$ cat src/rtl/correlator_bank_if.sv
// rtl/correlator_bank_if.sv - sample/code stream and score/detect bundle for correlator_bank
//
// Purpose: groups the per-sample inputs and the per-window results of the
//          multi-lag correlator so they travel as one port.
// Signals:
//   sample_en  qualifies sig/code as a new sample this cycle
//   sig        received hard bit
//   code       local PN code bit
//   threshold  detect threshold, captured when a peak scan starts
//   values     per-lag scores, lag k at [k*OUT_W +: OUT_W]
//   peak_lag   index of the max score (lowest index on tie)
//   peak_value max score of the last completed scan
//   valid      1-cycle pulse when peak_lag/peak_value/detect update
//   detect     peak_value >= threshold, held until the next valid
// Modports: master drives the inputs (sample source), slave is the correlator.
interface correlator_bank_if #(
  parameter int N_LAGS = 8,
  parameter int OUT_W  = 8
);
  localparam int LAG_W = $clog2(N_LAGS);

  logic                    sample_en;
  logic                    sig;
  logic                    code;
  logic [OUT_W-1:0]        threshold;
  logic [N_LAGS*OUT_W-1:0] values;
  logic [LAG_W-1:0]        peak_lag;
  logic [OUT_W-1:0]        peak_value;
  logic                    valid;
  logic                    detect;

  modport master (
    output sample_en, sig, code, threshold,
    input  values, peak_lag, peak_value, valid, detect
  );

  modport slave (
    input  sample_en, sig, code, threshold,
    output values, peak_lag, peak_value, valid, detect
  );
endinterface

$ cat src/rtl/correlator_bank.sv
// rtl/correlator_bank.sv - multi-lag 1-bit correlator with windowed scores and peak detect
//
// Purpose: compares the hard-sliced input against N_LAGS delayed copies of the
//          local PN code, integrates matches over 2**LOG2_INT samples, publishes
//          scaled per-lag scores at each window end and scans them for the peak.
// Ports:
//   clk    system clock, rising edge
//   rst_n  synchronous reset, active-low, highest priority
//   bus    correlator_bank_if.slave: sample_en/sig/code/threshold in,
//          values/peak_lag/peak_value/valid/detect out
module correlator_bank #(
  parameter int N_LAGS   = 8,
  parameter int LOG2_INT = 10,
  parameter int OUT_W    = 8
) (
  input  logic              clk,
  input  logic              rst_n,
  correlator_bank_if.slave  bus
);
  localparam int LAG_W = $clog2(N_LAGS);
  localparam int ACC_W = LOG2_INT + 1;   // holds 2**LOG2_INT without wrapping
  localparam int SHIFT = LOG2_INT - OUT_W;
  localparam logic [LOG2_INT-1:0] CNT_MAX  = '1;
  localparam logic [LAG_W-1:0]    LAST_LAG = LAG_W'(N_LAGS - 1);

  typedef enum logic [1:0] {IDLE, SCAN, DONE} state_t;

  state_t state, next_state;

  logic                  sig_q, code_q, en_q;
  logic [N_LAGS-2:0]     dl_q;           // dl_q[j] = code delayed j+1 samples
  logic [N_LAGS-1:0]     lag_bits;
  logic [N_LAGS-1:0]     match;
  logic [ACC_W-1:0]      acc [N_LAGS];
  logic [ACC_W-1:0]      full [N_LAGS];
  logic [ACC_W-1:0]      scaled [N_LAGS];
  logic [OUT_W-1:0]      values_next [N_LAGS];
  logic [OUT_W-1:0]      values_q [N_LAGS];
  logic [LOG2_INT-1:0]   cnt;
  logic                  win_end;

  logic [LAG_W-1:0]      scan_idx;
  logic [LAG_W-1:0]      best_idx;
  logic [OUT_W-1:0]      best_val;
  logic [OUT_W-1:0]      thr_q;
  logic [OUT_W-1:0]      cur_val;
  logic                  publish;

  logic [LAG_W-1:0]      peak_lag_q;
  logic [OUT_W-1:0]      peak_value_q;
  logic                  valid_q;
  logic                  detect_q;

  // Lag 0 uses the freshly registered code bit directly.
  assign lag_bits = {dl_q, code_q};
  assign match    = ~(lag_bits ^ {N_LAGS{sig_q}});
  assign win_end  = en_q && (cnt == CNT_MAX);
  assign cur_val  = values_q[scan_idx];

  // The closing sample is folded in here so the published score covers the
  // whole window; a perfect match reaches 2**LOG2_INT and must saturate.
  always_comb begin
    for (int k = 0; k < N_LAGS; k++) begin
      full[k]        = acc[k] + ACC_W'(match[k]);
      scaled[k]      = full[k] >> SHIFT;
      values_next[k] = (|scaled[k][ACC_W-1:OUT_W]) ? '1 : scaled[k][OUT_W-1:0];
    end
  end

  always_ff @(posedge clk) begin
    if (!rst_n) state <= IDLE;
    else        state <= next_state;
  end

  // A window end always (re)starts the scan, which silently drops any scan
  // still in flight on the old values.
  always_comb begin
    next_state = state;
    publish    = 1'b0;
    if (win_end) begin
      next_state = SCAN;
    end else begin
      case (state)
        IDLE: next_state = IDLE;
        SCAN: if (scan_idx == LAST_LAG) next_state = DONE;
        DONE: begin
          next_state = IDLE;
          publish    = 1'b1;
        end
        default: next_state = IDLE;
      endcase
    end
  end

  always_ff @(posedge clk) begin
    if (!rst_n) begin
      sig_q        <= 1'b0;
      code_q       <= 1'b0;
      en_q         <= 1'b0;
      dl_q         <= '0;
      cnt          <= '0;
      for (int k = 0; k < N_LAGS; k++) begin
        acc[k]      <= '0;
        values_q[k] <= '0;
      end
      scan_idx     <= '0;
      best_idx     <= '0;
      best_val     <= '0;
      thr_q        <= '0;
      peak_lag_q   <= '0;
      peak_value_q <= '0;
      valid_q      <= 1'b0;
      detect_q     <= 1'b0;
    end else begin
      sig_q  <= bus.sig;
      code_q <= bus.code;
      en_q   <= bus.sample_en;

      if (en_q) begin
        dl_q[0] <= code_q;
        for (int j = 1; j < N_LAGS - 1; j++) dl_q[j] <= dl_q[j-1];
        cnt <= cnt + LOG2_INT'(1);
        for (int k = 0; k < N_LAGS; k++) acc[k] <= win_end ? '0 : full[k];
        if (win_end) begin
          for (int k = 0; k < N_LAGS; k++) values_q[k] <= values_next[k];
        end
      end

      // Best starts at 0 with strict '>' so ties keep the lowest lag.
      if (win_end) begin
        scan_idx <= '0;
        best_idx <= '0;
        best_val <= '0;
        thr_q    <= bus.threshold;
      end else if (state == SCAN) begin
        if (cur_val > best_val) begin
          best_val <= cur_val;
          best_idx <= scan_idx;
        end
        scan_idx <= scan_idx + LAG_W'(1);
      end

      valid_q <= publish;
      if (publish) begin
        peak_lag_q   <= best_idx;
        peak_value_q <= best_val;
        detect_q     <= (best_val >= thr_q);
      end
    end
  end

  for (genvar k = 0; k < N_LAGS; k++) begin : g_pack
    assign bus.values[k*OUT_W +: OUT_W] = values_q[k];
  end

  assign bus.peak_lag   = peak_lag_q;
  assign bus.peak_value = peak_value_q;
  assign bus.valid      = valid_q;
  assign bus.detect     = detect_q;
endmodule

$ cat src/flat_wrapper.sv
// flat-port wrapper written by rule: the top's interface ports become plain ports
module correlator_bank_flat 
#(
  parameter int N_LAGS   = 8,
  parameter int LOG2_INT = 10,
  parameter int OUT_W    = 8
)
  (clk, rst_n, bus_sample_en, bus_sig, bus_code, bus_threshold, bus_values, bus_peak_lag, bus_peak_value, bus_valid, bus_detect);
  correlator_bank_if #(.N_LAGS(N_LAGS), .OUT_W(OUT_W)) bus_i ();
  input  logic clk;
  input  logic rst_n;
  input wire logic [$bits(bus_i.sample_en)-1:0] bus_sample_en;
  input wire logic [$bits(bus_i.sig)-1:0] bus_sig;
  input wire logic [$bits(bus_i.code)-1:0] bus_code;
  input wire logic [$bits(bus_i.threshold)-1:0] bus_threshold;
  output wire logic [$bits(bus_i.values)-1:0] bus_values;
  output wire logic [$bits(bus_i.peak_lag)-1:0] bus_peak_lag;
  output wire logic [$bits(bus_i.peak_value)-1:0] bus_peak_value;
  output wire logic [$bits(bus_i.valid)-1:0] bus_valid;
  output wire logic [$bits(bus_i.detect)-1:0] bus_detect;
  assign bus_i.sample_en = bus_sample_en;
  assign bus_i.sig = bus_sig;
  assign bus_i.code = bus_code;
  assign bus_i.threshold = bus_threshold;
  assign bus_values = bus_i.values;
  assign bus_peak_lag = bus_i.peak_lag;
  assign bus_peak_value = bus_i.peak_value;
  assign bus_valid = bus_i.valid;
  assign bus_detect = bus_i.detect;
  correlator_bank #(.N_LAGS(N_LAGS), .LOG2_INT(LOG2_INT), .OUT_W(OUT_W)) u_core (.clk(clk), .rst_n(rst_n), .bus(bus_i));
endmodule
$ cat config.mk
export PLATFORM = sky130hd
export DESIGN_NAME = correlator_bank_flat
export DESIGN_NICKNAME = d
export VERILOG_FILES = /design/src/rtl/correlator_bank_if.sv /design/src/rtl/correlator_bank.sv /design/src/flat_wrapper.sv
export SDC_FILE = /design/constraint.sdc
export NUM_CORES = 1
export LEC_CHECK = 0
export ABC_AREA = 1
export BUFFER_PORTS_ARGS = -buffer_cell sky130_fd_sc_hd__buf_4
export CAP_MARGIN = 40
export CELL_PAD_IN_SITES_DETAIL_PLACEMENT = 1
export CELL_PAD_IN_SITES_GLOBAL_PLACEMENT = 1
export CORE_MARGIN = 4
export CORE_UTILIZATION = 42
export DETAILED_ROUTE_END_ITERATION = 12
export GPL_TIMING_DRIVEN = 0
export PLACE_DENSITY = 0.82
export SETUP_SLACK_MARGIN = 0.1
export SKIP_LAST_GASP = 1
export SYNTH_ARGS = -nofsm -noshare
export SYNTH_HDL_FRONTEND = slang
export SYNTH_SLANG_ARGS = --single-unit
export TNS_END_PERCENT = 100
$ cat constraint.sdc
create_clock -name clk -period 4.3 [get_ports clk]
set_clock_uncertainty 0.2 [all_clocks]
set_input_delay 0.86 -clock clk [delete_from_list [all_inputs] [get_ports clk]]
set_output_delay 0.86 -clock clk [all_outputs]
set_load 0.02 [all_outputs]
== Word level (Yosys, flattened, before mapping) ==
Memories as Yosys holds them, arrays and structs flattened. A register that Yosys moved wholly into a read port is not among the register bits.
Cells that the tools add are included.

* Register bits after elaboration: 57
* RAM bits: 152
* Input port bits: 13
* Output and inout port bits: 77
* Word-level logic and storage cells: 105
* Memories: 2

* Add/sub/neg operators: 10
* Magnitude comparators: 2
* Eq/ne operators: 5
* Mux-type cells: 47
* Bitwise gates (word level): 20
* Reductions and logical operators: 4

{| class="wikitable"
|+ Memory list
! memory !! depth !! bits a word !! rd ports !! clocked after Yosys merged registers in !! write ports !! RTL line !! text
|-
| u_core.acc || 8 || 11 || 8 || 0 || 8 || correlator_bank.sv:34 || <nowiki>logic [ACC_W-1:0] acc [N_LAGS];</nowiki>
|-
| u_core.values_q || 8 || 8 || 9 || 1 || 8 || correlator_bank.sv:38 || <nowiki>logic [OUT_W-1:0] values_q [N_LAGS];</nowiki>
|}

{| class="wikitable"
|+ Operator list
! kind !! number
|-
| two-way mux 11 bit || 16
|-
| two-way mux 8 bit || 16
|-
| adder 11 x 1 -> 11 bit || 8
|-
| OR 1 bit || 16
|-
| two-way mux 1 bit || 13
|-
| adder 10 x 1 -> 10 bit, second input constant || 1
|-
| == test 10 bit, second input constant || 1
|-
| greater-or-equal comparator 8 bit || 1
|-
| > comparator 8 bit || 1
|-
| NOT 8 bit || 1
|-
| bitwise XOR 8 bit || 1
|-
| two-way mux 3 bit || 2
|-
| adder 3 x 1 -> 3 bit, second input constant || 1
|-
| == test 3 bit, second input constant || 1
|-
| inequality test 3 x 1 -> 1 bit, second input constant || 1
|-
| OR reduction 3 bit || 1
|-
| == test 2 x 1 -> 1 bit, second input constant || 1
|-
| == test 2 bit, second input constant || 1
|-
| NOT 1 bit || 2
|-
| AND reduction 2 bit || 1
|-
| OR reduction 2 bit || 1
|-
| logical AND 1 bit || 1
|}

== Depth between registers and ports, before layout ==
Gate-level depths: netlist (run 1).

* Depth after elaboration: 7
* Gate-level depth with buffers: 20
* Depth with buffers taken out: 18

== Least setup slack after synthesis (run 1) ==
No wires, ideal clock.

* Path kind: in2reg
* Start point: input port rst_n
* End point: memory u_core.acc[0][0] in the netlist's numbering (enable)
* Library setup time: 0.849 ns
* Arrival time: 2.806 ns
* Path slack: 0.445 ns
* Stages on the path: 3
* Path through: buf_2 clkbuf_1 nand2_1

{| class="wikitable"
|+ RTL lines
! element !! RTL line !! text
|-
| start, declared || flat_wrapper.sv:11 || <nowiki>input logic rst_n;</nowiki>
|-
| end, declared || correlator_bank.sv:34 ||
|}

==> impl_metrics.py, run 1 <==
metrics = {
    "run_status": {
        "status": "completed",
    },
    "place": {
        "place_congestion": 0.853,
        "placed_area_mm2": 0.0119,
        "place_hpwl_um": 22800,
        "io_buffers": 88,
        "place_ws_ps": 1080,
    },
    "cts": {
        "clkTransAtPathRegs_ps": 60,
        "cts_hold_buffers": 0,
        "cts_max_path_buffers": 3,
        "cts_buffers": 24,
        "worstSkewPairLatency_ps": 520,
        "cts.sinks": 212,
        "root_buffer": "clkbuf_16",
        "cts_tree": "built",
        "post_cts_buffers": 0,
        "cts.repair.resized": 0,
        "htree_levels": 1,
    },
    "timing": {
        "hold_viol": 0,
        "tightest_slew_ps": 803,
        "min_period_ps": 3270,
        "fin_ws_ps": 1030,
        "period_share": 0.760,
        "timing.fmax_mhz": 306,
        "relSlewSlack": 0.463,
        "report.final.setup_viol": 0,
        "finalMaxSlewViolations": 0,
        "hold_slack_ps": 260,
        "rsz0062_at_grt": "no",
        "tns_ps": 0,
    },
    "pwr": {
        "vdd_ir_drop_max_mv": 0.243,
        "total_leakage_power_nw": 5.61,
        "swShare": 0.248,
        "clkPwrFrac": 0.418,
        "p_int_w": 0.00360,
        "combPwrFrac": 0.085,
        "power_density_mw_per_mm2": 378,
        "p_switching_w": 0.00119,
        "seq_power_share": 0.496,
    },
    "synthesis": {
        "synthCells": 1221,
        "synth_edf_count": 152,
        "ys.flop_type": "edfxtp_1",
        "avgSynthCellArea_um2": 8.81,
        "syn-cell-area_mm2": 0.0108,
        "synth_nets": 1269,
        "ys_seq_area_frac": 0.536,
        "synth-seq-cells": 212,
        "ys_async_sr_fraction": 0,
        "ys.warnings.count": 0,
        "synth.distinct_cells": 34,
    },
    "critical_path": {
        "worstPathArrival_ps": 3290,
        "path_max_fanout": 9,
        "r2r_end": "u_core.values_q[1][2]$_SDFFCE_PN0P_",
        "cp_cell_sequence": "clkbuf_1 > xnor2_1 > ha_1 > ha_1 > nand3_1 > nor2_1 > nand2_1 > xor2_1 > a21oi_1",
        "endpoint_kind": "flop",
        "reg2reg_depth": 9,
        "rrSetupSlack_ps": 1030,
        "criticalPathCategory": "reg2reg",
        "timing.rr.start": "u_core.sig_q$_SDFF_PN0_",
        "start_kind": "flop",
        "worst_path_max_delay_cell": "xor2_1",
        "max_stage_delay_ps": 640,
        "required_ps": 4320,
        "crit_top_cell": "ha_1",
    },
    "global_routing": {
        "grt.overflow.total": 0,
        "gr-usage-all-layers": 0.215,
        "grt_pass1_vias": 9110,
        "grt_pass1_wl_um": 48400,
        "antenna_found_initial": 1,
        "grt_max_degree": 58,
    },
    "final_layout": {
        "fin_nets": 1385,
        "final_core_util": 0.503,
        "area.growth.synth_to_final_pct": 17.7,
        "final_layout_size_suffix_gt1_frac": 0.134,
        "stdcell_area_mm2": 0.0127,
        "final_cell_mix": "234 x nand2_1, 202 x nor2_1, 182 x inv_1",
        "final_common_cell": "nand2_1",
    },
    "worst_hold_path": {
        "holdPathEnd": "u_core.thr_q[0]$_SDFFE_PN0P_",
        "hp-class": "reg2reg",
        "hold_start": "u_core.thr_q[0]$_SDFFE_PN0P_",
        "min_path_cells": 2,
    },
    "floorplanning": {
        "fp.dieH_um": 168,
        "dieArea_mm2": 0.0283,
        "coreArea_mm2": 0.0252,
        "io_pins": 90,
        "fp-row-count": 58,
        "start_util": 0.427,
        "dieWidth_um": 168,
    },
    "routing": {
        "vias": 8712,
        "drcViolationCount": 0,
        "drt_iter0_drc": 621,
        "antenna_left": 0,
        "routed_wl_um": 30900,
        "route.detailed.wl_per_inst_um": 18.3,
        "drt-vias-per-instance": 5.17,
        "drt_pre_antenna_iters": 5,
    },
    "job": {
        "maxCapViolCount": 0,
    },
}
==> stage by stage <==
stage / total power, W / cells
5_1_grt: 0.00496 / 1685
2_1_floorplan: 0.00265 / 1221
6_report: 0.00479 / 1686
4_1_cts: 0.00481 / 1685
3_3_place_gp: 0.00280 / 1639
3_5_place_dp: 0.00282 / 1641
==> critical path: cells and delay by family, from the launching register on <==
family / cells / cell delay, ps
simple gates: 3 / 390
xor+xnor: 2 / 930
fa+ha+maj: 2 / 480
flops: 1 / 300
buf+inv: 1 / 470
compound gates: 1 / 200
==> power by group through the flow <==
| stage | clock [W] | combinational (W) | sequential, W |
|---|---|---|---|
| 2_1_floorplan | 0 | 0.000228 | 0.00243 |
| 3_3_place_gp | 0 | 0.000380 | 0.00242 |
| 3_5_place_dp | 0 | 0.000407 | 0.00242 |
| 4_1_cts | 0.00203 | 0.000411 | 0.00237 |
| 5_1_grt | 0.00212 | 0.000454 | 0.00238 |
| 6_report | 0.00200 | 0.000409 | 0.00238 |
==> worst max path at each step <==
stage / start / to / slack [ps] / cells past startpoint
after floorplan: rst_n / u_core.acc[0][0]$_SDFFCE_PP0P_ / 440 / 3
after global placement: rst_n / u_core.acc[0][38]$_SDFFCE_PP0P_ / -1110 / 3
after detailed placement: u_core.sig_q$_SDFF_PN0_ / u_core.values_q[1][2]$_SDFFCE_PN0P_ / 1080 / 9
after CTS: u_core.sig_q$_SDFF_PN0_ / u_core.values_q[1][2]$_SDFFCE_PN0P_ / 1040 / 9
after global routing: u_core.sig_q$_SDFF_PN0_ / u_core.values_q[1][2]$_SDFFCE_PN0P_ / 860 / 9
final: u_core.sig_q$_SDFF_PN0_ / u_core.values_q[1][2]$_SDFFCE_PN0P_ / 1030 / 9
==> state kept, by name, indices dropped and copies added, names as in the netlist, named ones only <==
signal,cells
u_core.acc,88
u_core.best_idx,3
u_core.best_val,8
u_core.bus.detect,1
u_core.bus.peak_lag,3
u_core.bus.peak_value,8
u_core.bus.valid,1
u_core.cnt,10
u_core.code_q,1
u_core.dl_q,7
u_core.en_q,1
u_core.scan_idx,3
u_core.sig_q,1
u_core.state,2
u_core.thr_q,8
u_core.values_q,64
==> layer usage <==
metal,track usage,share of wire,vias to the layer above
met5,0,0,-
met4,0.0808,0.041,0
met3,0.0291,0.049,70
met2,0.374,0.49,221
met1,0.273,0.42,4251
li1,-,-,4170
==> cell families after synthesis <==
logic type	Yosys count	synth area share
DFF	212	0.536
AOI/OAI and AO/OA	128	0.0648
and+or+nand+nor	560	0.220
adders and majority gates	35	0.0407
xor gates and xnor gates	62	0.0505
buffers and inverters	224	0.0884
==> synthesized netlist by cell type, types with 11 or more instances <==
| cell | n | area (um2) |
|---|---|---|
| nand3_1 | 74 | 370 |
| nand4_1 | 11 | 68.8 |
| inv_1 | 182 | 683 |
| dfxtp_1 | 60 | 1200 |
| a21oi_2 | 11 | 96.3 |
| nor3_1 | 22 | 110 |
| nand2_1 | 235 | 882 |
| ha_1 | 35 | 438 |
| edfxtp_1 | 152 | 4560 |
| a21oi_1 | 56 | 280 |
| nor2_1 | 202 | 758 |
| buf_2 | 15 | 75.1 |
| o21ai_0 | 55 | 275 |
| xor2_1 | 40 | 350 |
| xnor2_1 | 22 | 193 |
==> layout make-up <==
class / count / area (um2)
Clock inverter: 9 / 45.0
Multi-Input combinational cell: 785 / 4050
Tap cell: 330 / 413
Timing Repair Buffer: 90 / 708
Clock buffer: 35 / 724
Sequential cell: 212 / 5770
Buffer: 38 / 250
Antenna cell: 1 / 2.50
Fill cell: 2966 / 12500
Inverter: 186 / 703
(Power assumes the default switching activity.)
==> inputs of run 2 (changes only) <==
- ABC_AREA: 1 -> 0
- clock period: 4.3 -> 2.65 ns (I/O delays scaled with it)
==> run 2 against run 1 <==
The flow now finishes with violations (setup timing). Maximum frequency increased by 5.2%. Via count down 15%. First-iteration DRC count rose by 4.3%. Register-to-register slack got worse by 1500 ps. Non-clock buffer count is 19 higher. Total power increased by 58%. Clock power up 52%. Critical path type unchanged. Critical endpoint is now u_core.best_val[3]$_SDFFE_PP0P_. Largest power group unchanged. Highest routed layer unchanged.
==> impl_metrics.py, run 2 <==
metrics = {
    "synthesis": {
        "synth_edf_count": 152,
        "avgSynthCellArea_um2": 11.9,
        "synth.top_cell.area_share": 0.463,
        "ys.warnings.count": 0,
        "synthCells": 830,
        "synth.distinct_cells": 44,
        "syn-cell-area_mm2": 0.00985,
        "synth-seq-cells": 212,
        "yosys-top-cells-area": "edfxtp_1 46%, dfxtp_1 12%, nor2_1 4.8%, ha_1 4.4%, xor2_1 4.3%",
        "ys.flop_type": "edfxtp_1",
        "synth_nets": 878,
        "synth_common_cells": "152 x edfxtp_1, 125 x nor2_1, 81 x a21oi_1, 60 x dfxtp_1, 48 x xor2_1",
        "ys_async_sr_fraction": 0,
        "ys_seq_area_frac": 0.585,
        "yosys.area.top_type": "edfxtp_1",
        "synth.most_common_cell": "edfxtp_1",
    },
    "final_layout": {
        "antennaDiodeCount": 0,
        "regArea_mm2": 0.00577,
        "multi_input_area_mm2": 0.00440,
        "area.growth.synth_to_final_pct": 27.1,
        "top_regs": "u_core.acc: 88 flops, u_core.values_q: 64 flops, u_core.cnt: 10 flops",
        "final_cell_mix": "152 x edfxtp_1, 121 x nor2_1, 110 x buf_4",
        "stdcell_area_mm2": 0.0125,
        "largest_register_ffs": 88,
        "final_common_cell": "edfxtp_1",
        "final_layout_size_suffix_gt1_frac": 0.254,
        "final_core_util": 0.548,
        "num-fill-cells": 2417,
        "regMostFlops": "u_core.acc",
        "fin_nets": 1019,
    },
    "floorplanning": {
        "io_pins": 90,
        "dieWidth_um": 161,
        "fp.dieH_um": 161,
        "fp-row-count": 55,
        "dieArea_mm2": 0.0260,
        "start_util": 0.431,
        "coreArea_mm2": 0.0228,
    },
    "global_routing": {
        "antenna_found_initial": 0,
        "grt_pass1_vias": 7868,
        "grt_max_degree": 39,
        "grt.overflow.total": 0,
        "grt_pass1_wl_um": 46500,
        "gr-usage-all-layers": 0.232,
    },
    "critical_path": {
        "start_kind": "flop",
        "path_max_fanout": 7,
        "reg2reg_depth": 12,
        "cp_cell_sequence": "buf_8 > buf_12 > buf_12 > mux4_2 > mux2_4 > ha_4 > nand2_4 > o31a_1 > o31a_1 > buf_6 > a21oi_2 > nor3_1",
        "max_stage_delay_ps": 500,
        "required_ps": 2850,
        "criticalPathCategory": "reg2reg",
        "endpoint_kind": "flop",
        "worstPathArrival_ps": 3310,
        "worst_path_max_delay_cell": "mux4_2",
    },
    "place": {
        "place_congestion": 0.838,
        "placed_area_mm2": 0.0111,
        "place_hpwl_um": 20900,
        "place_ws_ps": -820,
        "io_buffers": 88,
    },
    "cts": {
        "cts_buffers": 23,
        "cts_tree": "built",
        "cts_max_path_buffers": 3,
        "cts_hold_buffers": 0,
        "cts.sinks": 212,
        "root_buffer": "clkbuf_16",
        "clkTransAtPathRegs_ps": 60,
        "worstSkewPairLatency_ps": 520,
        "htree_levels": 1,
    },
    "run_status": {
        "violations": "setup timing",
        "status": "finished with violations",
    },
    "pwr": {
        "p_int_w": 0.00568,
        "swShare": 0.250,
        "power_density_mw_per_mm2": 605,
        "vdd_ir_drop_max_mv": 0.491,
        "seq_power_share": 0.514,
        "p_switching_w": 0.00189,
        "clkPwrFrac": 0.402,
        "combPwrFrac": 0.085,
        "power_w": 0.00757,
        "total_leakage_power_nw": 4.60,
    },
    "routing": {
        "antenna_left": 0,
        "drt_pre_antenna_iters": 7,
        "routed_wl_um": 31500,
        "route.detailed.wl_per_inst_um": 24.2,
        "drcViolationCount": 0,
        "vias": 7427,
        "drt_iter0_drc": 648,
        "drt-vias-per-instance": 5.71,
    },
    "timing": {
        "relSlewSlack": 0.500,
        "report.final.setup_viol": 11,
        "tightest_slew_ps": 750,
        "min_period_ps": 3110,
        "tns_ps": -4820,
        "fin_ws_ps": -458,
        "period_share": 1.17,
        "hold_viol": 0,
        "finalMaxSlewViolations": 0,
        "rsz0062_at_grt": "yes",
        "timing.fmax_mhz": 322,
    },
    "worst_hold_path": {
        "hold_start": "bus_threshold[2]",
        "min_path_cells": 3,
        "hp-class": "in2reg",
    },
    "job": {
        "maxCapViolCount": 0,
    },
}
## run 2: critical path, delay by kind of cell, from the launching register on
| family | cells | cell delay [ps] |
|---|---|---|
| mux | 2 | 820 |
| compound gates | 3 | 670 |
| buf+inv | 4 | 580 |
| flops | 1 | 330 |
| fa+ha+maj | 1 | 290 |
| simple gates | 2 | 110 |
## run 2: routing by layer
metal	routed length, um	track usage	up-vias	share of wire
li1	-	-	3270	-
met1	12200	0.292	3746	0.39
met2	15700	0.397	313	0.50
met3	2330	0.0462	98	0.074
met4	1280	0.0888	0	0.041
met5	0	0	-	0
## run 2: final cells by class
| cell class | instances | share of cell area |
|---|---|---|
| inverter | 23 | 0.00690 |
| sequential | 212 | 0.461 |
| timing repair buffer | 111 | 0.0750 |
| clock buffer | 34 | 0.0493 |
| clock inverter | 8 | 0.00510 |
| buffer | 36 | 0.0202 |
| multi-input combinational | 564 | 0.352 |
| tap | 313 | 0.0313 |
## run 2: logic make-up after synthesis
kind of cell    after synthesis  share of synthesized area
simple gates                284                      0.136
flops                       212                      0.585
compound gates              106                     0.0568
xor+xnor                     89                     0.0792
buf+inv                      59                     0.0286
mux                          45                     0.0700
fa+ha+maj                    35                     0.0445
## run 2: stage by stage
step           hold WS [ps]  std cells
4_1_cts                3.81       1295
3_5_place_dp            279       1233
3_3_place_gp            265       1231
6_report               18.2       1301
5_1_grt                16.4       1301
2_1_floorplan           248        830
## run 2: timing repair
action / CTS / global route
setup endpoints to repair: 224 / 176
resized for setup: 53 / 43
pin swaps: 13 / 24
buffers inserted: 14 / 4
gates cloned: 6 / 2
## run 2: worst paths after layout
check                                                       end  slack [ps]
worst max register to register  u_core.best_val[3]$_SDFFE_PP0P_        -460
worst max-delay path            u_core.best_val[3]$_SDFFE_PP0P_        -460
worst min register to register     u_core.thr_q[7]$_SDFFE_PN0P_         290
worst min-delay path               u_core.thr_q[2]$_SDFFE_PN0P_          20
## run 2: power by group through the flow
| stage | combinational (W) | clock (W) | sequential [W] |
|---|---|---|---|
| after floorplan | 0.000293 | 0 | 0.00392 |
| after global placement | 0.000528 | 0 | 0.00392 |
| after detailed placement | 0.000564 | 0 | 0.00393 |
| after CTS | 0.000614 | 0.00306 | 0.00387 |
| after global routing | 0.000689 | 0.00321 | 0.00390 |
| final | 0.000643 | 0.00304 | 0.00389 |
==> inputs of run 3 (changes only) <==
- CORE_UTILIZATION: 42 -> 44
- PLACE_DENSITY: 0.82 -> 0.85
==> run 3 against run 2 <==
The run still ends with setup timing left. Worst setup slack better by 53 ps. Sequential share of layout area fell by 0.28 points. Sequential cell count is the same. Critical endpoint is now u_core.best_val[4]$_SDFFE_PP0P_.
==> impl_metrics.py, run 3 (synthesized netlist as in run 2, its figures left out) <==
metrics = {
    "critical_path": {
        "criticalPathCategory": "reg2reg",
        "worstPathArrival_ps": 3260,
        "required_ps": 2860,
        "endpoint_kind": "flop",
        "start_kind": "flop",
        "reg2reg_depth": 11,
        "path_max_fanout": 6,
    },
    "floorplanning": {
        "dieArea_mm2": 0.0248,
        "fp.dieH_um": 158,
        "io_pins": 90,
        "coreArea_mm2": 0.0219,
        "fp-row-count": 54,
        "start_util": 0.450,
        "dieWidth_um": 158,
    },
    "pwr": {
        "p_switching_w": 0.00200,
        "power_density_mw_per_mm2": 647,
        "total_leakage_power_nw": 4.66,
        "seq_power_share": 0.477,
        "swShare": 0.246,
        "clkPwrFrac": 0.443,
        "vdd_ir_drop_max_mv": 0.469,
        "p_int_w": 0.00614,
        "combPwrFrac": 0.080,
    },
    "routing": {
        "vias": 7444,
        "route.detailed.wl_per_inst_um": 25.3,
        "drt_pre_antenna_iters": 5,
        "antenna_left": 0,
        "drt-vias-per-instance": 5.85,
        "drcViolationCount": 0,
        "drt_iter0_drc": 712,
        "routed_wl_um": 32200,
    },
    "global_routing": {
        "gr-usage-all-layers": 0.257,
        "antenna_found_initial": 0,
        "grt_max_degree": 48,
        "grt.overflow.total": 0,
        "grt_pass1_wl_um": 48000,
        "grt_pass1_vias": 7957,
    },
    "final_layout": {
        "regMostFlops": "u_core.acc",
        "area.growth.synth_to_final_pct": 27.9,
        "top_regs": "u_core.acc: 88 flops, u_core.values_q: 64 flops, u_core.cnt: 10 flops",
        "final_cell_mix": "152 x edfxtp_1, 120 x nor2_1, 112 x buf_4",
        "fin_nets": 1022,
        "largest_register_ffs": 88,
        "stdcell_area_mm2": 0.0126,
        "final_core_util": 0.575,
        "final_cells": 1273,
        "final_common_cell": "edfxtp_1",
        "final_layout_size_suffix_gt1_frac": 0.279,
        "antennaDiodeCount": 0,
    },
    "timing": {
        "tightest_slew_ps": 718,
        "hold_viol": 0,
        "fin_ws_ps": -405,
        "timing.fmax_mhz": 327,
        "report.final.setup_viol": 11,
        "rsz0062_at_grt": "yes",
        "period_share": 1.15,
        "relSlewSlack": 0.521,
        "finalMaxSlewViolations": 0,
        "min_period_ps": 3050,
    },
    "cts": {
        "root_buffer": "clkbuf_16",
        "cts.sinks": 212,
        "cts_max_path_buffers": 3,
        "cts_tree": "built",
        "cts_buffers": 25,
        "htree_levels": 1,
        "worstSkewPairLatency_ps": 540,
        "clkTransAtPathRegs_ps": 60,
    },
    "job": {
        "maxCapViolCount": 0,
    },
    "place": {
        "place_congestion": 0.852,
        "place_ws_ps": -714,
        "placed_cells": 1200,
        "io_buffers": 88,
        "place_hpwl_um": 21100,
        "placed_area_mm2": 0.0111,
    },
    "run_status": {
        "violations": "setup timing",
        "status": "finished with violations",
    },
    "worst_hold_path": {
        "min_path_cells": 3,
        "hp-class": "in2reg",
    },
}
-- run 3: cell count changes in the layout (fill, tap and decap cells not counted), sizes merged --
cell	change
bufinv	+2
clkinvlp	+2
buf	+6
bufbuf	-2
clkinv	+3
clkbuf	-6
xor2	-1
inv	+1
-- run 3: final timing paths --
check / start / end / slack (ps)
setup reg to reg: flop / u_core.best_val[4]$_SDFFE_PP0P_ / -400
hold reg to reg: u_core.state[1]$_SDFFE_PP0P_ / u_core.bus.valid$_SDFF_PN0_ / 290
hold / removal: bus_threshold[7] / u_core.thr_q[7]$_SDFFE_PN0P_ / 20
setup / recovery: flop / u_core.best_val[4]$_SDFFE_PP0P_ / -400
-- run 3: layer usage --
metal	vias to the layer above	routed length (um)	global-route usage
li1	3267	-	-
met1	3751	12200	0.325
met2	333	16300	0.446
met3	93	2350	0.0429
met4	0	1370	0.0963
met5	-	0	0
-- run 3: critical path: stages (launching register included) --
cell and delay, ps:
dfxtp_2 340, buf_12 140, buf_12 120, mux4_2 520
mux2_4 340, ha_4 290, nand4_1 130, o31a_1 310
o31a_1 180, buf_6 170, a21oi_2 130, nor3_2 50
-- run 3: stage by stage --
stage               power (W)  hold WS [ps]  setup TNS, ps
floorplan             0.00422           248          -1080
global placement      0.00444           266         -23200
detailed placement    0.00449           275         -23330
CTS                   0.00810          6.42          -6540
global route          0.00839          22.0          -9650
finish                0.00815          18.3          -4160
-- run 3: layout make-up --
class | instances | area (um2)
Fill cell | 2256 | 9290
Buffer | 36 | 248
Sequential cell | 212 | 5770
Tap cell | 280 | 350
Inverter | 23 | 86.3
Multi-Input combinational cell | 563 | 4340
Timing Repair Buffer | 113 | 945
Clock buffer | 30 | 697
Clock inverter | 16 | 163
-- run 3: repair_timing --
item	in CTS	in global routing
cloned	6	0
setup buffers	15	6
pin swaps	13	12
gates resized for setup	55	47
setup endpoints to repair	206	248
hold buffers	0	0
-- run 3: power by group through the flow --
stage / Sequential [W] / Clock, W / Combinational [W]
5_1_grt: 0.00389 / 0.00380 / 0.000694
3_5_place_dp: 0.00393 / 0 / 0.000563
3_3_place_gp: 0.00392 / 0 / 0.000525
2_1_floorplan: 0.00392 / 0 / 0.000293
4_1_cts: 0.00387 / 0.00361 / 0.000612
6_report: 0.00388 / 0.00361 / 0.000649
